--- src/rtl/enc_pkg.sv ---
// Shared constants and types for the registered 4-to-2 encoder.
// Pure declarations; no logic, no latency, no flow control.
package enc_pkg;

    localparam int N_IN  = 4;
    localparam int IDX_W = 2;

    typedef logic [IDX_W-1:0] enc_idx_t;

    localparam enc_idx_t IDX_NONE = 2'b00;

    // One registered encoder result; cleared value is all-zero.
    typedef struct packed {
        enc_idx_t idx;
        logic     valid;
        logic     multi;
    } enc_out_t;

    localparam enc_out_t ENC_OUT_CLR = '{idx: IDX_NONE, valid: 1'b0, multi: 1'b0};

endpackage

--- src/rtl/prio_enc4.sv ---
// Combinational 4-input priority encoder: highest set line wins.
// Zero latency; no flow control.
module prio_enc4
    import enc_pkg::*;
(
    input  logic [N_IN-1:0] in,
    output enc_idx_t        idx,
    output logic            any,
    output logic            multi
);

    always_comb begin
        idx = IDX_NONE;
        unique casez (in)
            4'b1???: idx = 2'd3;
            4'b01??: idx = 2'd2;
            4'b001?: idx = 2'd1;
            4'b0001: idx = 2'd0;
            4'b0000: idx = IDX_NONE;
            default: idx = IDX_NONE;
        endcase
    end

    assign any = |in;

    // More than one bit set: clearing the lowest set bit leaves something behind.
    assign multi = |(in & (in - 4'd1));

endmodule

--- src/rtl/encoder_4x2.sv ---
// Registered 4-to-2 priority encoder with valid and multi-request flags.
// One-cycle latency from sampled inputs; en=0 holds outputs, sync rst clears them.
module encoder_4x2
    import enc_pkg::*;
(
    input  logic clk,
    input  logic rst,
    input  logic en,
    input  logic i0,
    input  logic i1,
    input  logic i2,
    input  logic i3,
    output logic y0,
    output logic y1,
    output logic valid,
    output logic multi
);

    logic [N_IN-1:0] req;
    enc_idx_t        enc_idx;
    logic            enc_any;
    logic            enc_multi;
    enc_out_t        out_d;
    enc_out_t        out_q;

    assign req = {i3, i2, i1, i0};

    prio_enc4 u_prio_enc4 (
        .in    (req),
        .idx   (enc_idx),
        .any   (enc_any),
        .multi (enc_multi)
    );

    always_comb begin
        out_d = out_q;
        if (en) begin
            out_d.idx   = enc_idx;
            out_d.valid = enc_any;
            out_d.multi = enc_multi;
        end
    end

    always_ff @(posedge clk) begin
        if (rst) begin
            out_q <= ENC_OUT_CLR;
        end else begin
            out_q <= out_d;
        end
    end

    assign y1    = out_q.idx[1];
    assign y0    = out_q.idx[0];
    assign valid = out_q.valid;
    assign multi = out_q.multi;

endmodule

--- config.mk ---
export PLATFORM = sky130hd
export DESIGN_NAME = encoder_4x2
export DESIGN_NICKNAME = d
export VERILOG_FILES = /design/src/rtl/enc_pkg.sv /design/src/rtl/prio_enc4.sv /design/src/rtl/encoder_4x2.sv
export SDC_FILE = /design/constraint.sdc
export NUM_CORES = 1
export LEC_CHECK = 0
export CORE_AREA = 4 4 41 43
export DETAILED_ROUTE_END_ITERATION = 6
export DIE_AREA = 0 0 45 47
export GPL_ROUTABILITY_DRIVEN = 0
export GPL_TIMING_DRIVEN = 0
export PLACE_DENSITY = 0.41
export SYNTH_ARGS = -nofsm -noshare
export SYNTH_HDL_FRONTEND = slang
export SYNTH_HIERARCHICAL = 1
export SYNTH_SLANG_ARGS = --single-unit
export TNS_END_PERCENT = 20
--- constraint.sdc ---
create_clock -name clk -period 2.1 [get_ports clk]
set_clock_uncertainty 0.15 [all_clocks]
set_input_delay 0.42 -clock clk [delete_from_list [all_inputs] [get_ports clk]]
set_output_delay 0.42 -clock clk [all_outputs]
set_load 0.1 [all_outputs]
==> impl_metrics.toml, run 1 <==
[clocking]
clock-sinks = 4
tritoncts = "built"
clk_latency_ns = 0.23
cts_made_buffers = 3
h-tree-depth = 1
clk_path_buf_depth = 2
cts_root_buffer = "clkbuf_4"
clk_pin_slew_ns = 0.03
cts_hold_buf = 0

[critical_path]
critPathMaxStageDelay_ns = 0.86
critPathCaptureType = "primary output"
crit_start = "valid"
crit_chain = "dlygate4sd2_1"
critical_path_required_ns = 1.53
crit_path_top_delay_cell = "dlygate4sd2_1"
crit_buf_inv = 1
cp.arrival_ns = 1.41
criticalPathCategory = "register to primary output"
cp_max_fo = 2
reg2reg_from = "valid"
cpLargestDelayFamily = "buffers and inverters"
start_kind = "register"

[yosys]
avgSynthCellArea_um2 = 9.13
yosysWarnings = 6
synth_area_leaders = "dfxtp_1, mux2i_1, nor2_1"
synth_seq_cells = 4
netlist_instances = 20
synth_top_area_share_pct = 43.8
synth_largest_area_cell = "dfxtp_1"
syn_area_um2 = 183
yosysUniqueCellTypes = 9
ys_seq_area_share_pct = 43.8
syn_nets = 27

[job]
maxCapViolCount = 0

[detailed_routing]
vias_per_cell = 3.77
wl_um = 466
dr_total_vias = 177
drtIter0Drc = 1
wire_per_inst_um = 9.91
dr.pass1.iters = 4
ant_nets = 0
drc_errors = 0

[global_routing]
globalRoute.busiestLayer = "met4"
grt_antenna_before_repair = 0
gr-usage-all-layers_pct = 6.08
grt_pass1_wl_um = 821
use_met3_pct = 3.45
grt_pass1_vias = 213
grt_max_degree = 5
met2_usage_pct = 6.78
gr-total-overflow = 0
met1_usage_pct = 6.58

[sta]
finalCriticalPeriod_ns = 1.98
hold_viol_final = 0
fin_crit_sh_pct = 94.3
fmax_mhz = 505
worstMarginPinSlew_ns = 0.965
rsz0062_at_grt = "false"
tns_ns = 0
slew_violations = 0
finalSetupViolCount = 0
slew_headroom_pct = 35.9

[placement]
dpl.hpwl_um = 362
place_area_um2 = 292
portBuffers = 9

[power]
p_total_mw = 0.254
p_leak_nw = 0.147
power_density_nw_per_um2 = 823
vdd_ir_drop_max_mv = 0.306

[floorplanning]
fp-row-count = 13
core_um2 = 1300
start_util_pct = 14.0
die_y_um = 47
die_x_um = 45
fp.dieArea_um2 = 2120
ios = 11

[min_path]
hp-start = "multi"
hold_class = "register to register"

[run_status]
status = "completed"

[cells_and_area]
nNetsFinal = 41
n_antenna_cell = 0
fin_area_um2 = 309
area_growth_syn_to_layout_pct = 69.2
final_core_util_pct = 23.8
layout-drive-gt1-share_pct = 12.5
## metrics by stage
step	setup slack, ns	hold slack, ns	std cells
after floorplan	0.606	0.342	20
after global placement	0.0808	0.338	44
after detailed placement	0.0799	0.342	44
after CTS	0.106	0.349	47
after global routing	0.0617	0.383	47
final	0.119	0.337	47
## what timing repair did
action / CTS / global route
buffers inserted: 0 / 0
endpoints found under the setup margin: 4 / 0
resized for setup: 4 / 0
## cells in the final DEF, fill, tap and decap left out
cell | synthesis | routed
a211oi_1 | 2 | 2
mux2i_1 | 4 | 4
or2_1 | 1 | 1
clkbuf_2 | 1 | 1
dfxtp_1 | 4 | 4
clkbuf_4 | 0 | 3
a21o_1 | 1 | 1
clkdlybuf4s50_1 | 0 | 5
or3_1 | 1 | 1
dlygate4sd2_1 | 0 | 4
inv_1 | 1 | 1
nor2_1 | 5 | 5
## worst register-to-register path, stage by stage, from the launching register on
cell	delay, ns
dfxtp_1	0.30
mux2i_1	0.14
nor2_1	0.06
## registers in the layout, summed over array words and instances, names as in the netlist
name,flops
multi,1
valid,1
y0,1
y1,1
## cells in the mapped netlist
library cell / count
a21o_1: 1
nor2_1: 5
mux2i_1: 4
inv_1: 1
or2_1: 1
clkbuf_2: 1
or3_1: 1
dfxtp_1: 4
a211oi_1: 2
## layout make-up
cell class | instances | area, um^2
timing repair buffer | 9 | 85.1
clock buffer | 3 | 22.5
buffer | 1 | 5.00
inverter | 1 | 3.75
tap | 15 | 18.8
fill | 151 | 992
sequential | 4 | 80.1
multi-input combinational | 14 | 93.8
## metal layers
layer / share of wire (%) / up-vias
li1: - / 92
met1: 49 / 75
met2: 36 / 10
met3: 14 / 0
met4: 0 / 0
met5: 0 / -
## cell families after synthesis
group                  count (synthesis)  synth area share [%]
AO/OA/AOI/OAI                          3                  12.3
multiplexers                           4                  21.9
flip-flops                             4                  43.8
buffers and inverters                  2                  4.79
AND/OR/NAND/NOR                        7                  17.1
## path summary, 6_finish.rpt
kind              slack [ns]  cells after the start    end
setup / recovery        0.12                      1  valid
hold / removal          0.34                      2  multi
setup reg to reg        1.34                      2  valid
hold reg to reg         0.34                      2  multi
## power breakdown
| part | total (mW) | switching (mW) | internal, mW |
|---|---|---|---|
| Sequential | 0.0851 | 0.00265 | 0.0824 |
| Combinational | 0.0782 | 0.0564 | 0.0218 |
| Clock | 0.0910 | 0.0274 | 0.0636 |
| Total | 0.254 | 0.0864 | 0.168 |
(Power assumes the default switching activity.)
==> run 2: changes to the inputs <==
--- a/config.mk
+++ b/config.mk
@@ -5,6 +5,7 @@
 export SDC_FILE = /design/constraint.sdc
 export NUM_CORES = 1
 export LEC_CHECK = 0
+export ABC_CLOCK_PERIOD_IN_PS = 2100
 export CORE_AREA = 4 4 41 43
 export DETAILED_ROUTE_END_ITERATION = 6
 export DIE_AREA = 0 0 45 47
==> results of run 2 <==
Same layout as run 1: the final DEF is identical, and so are final timing and power.
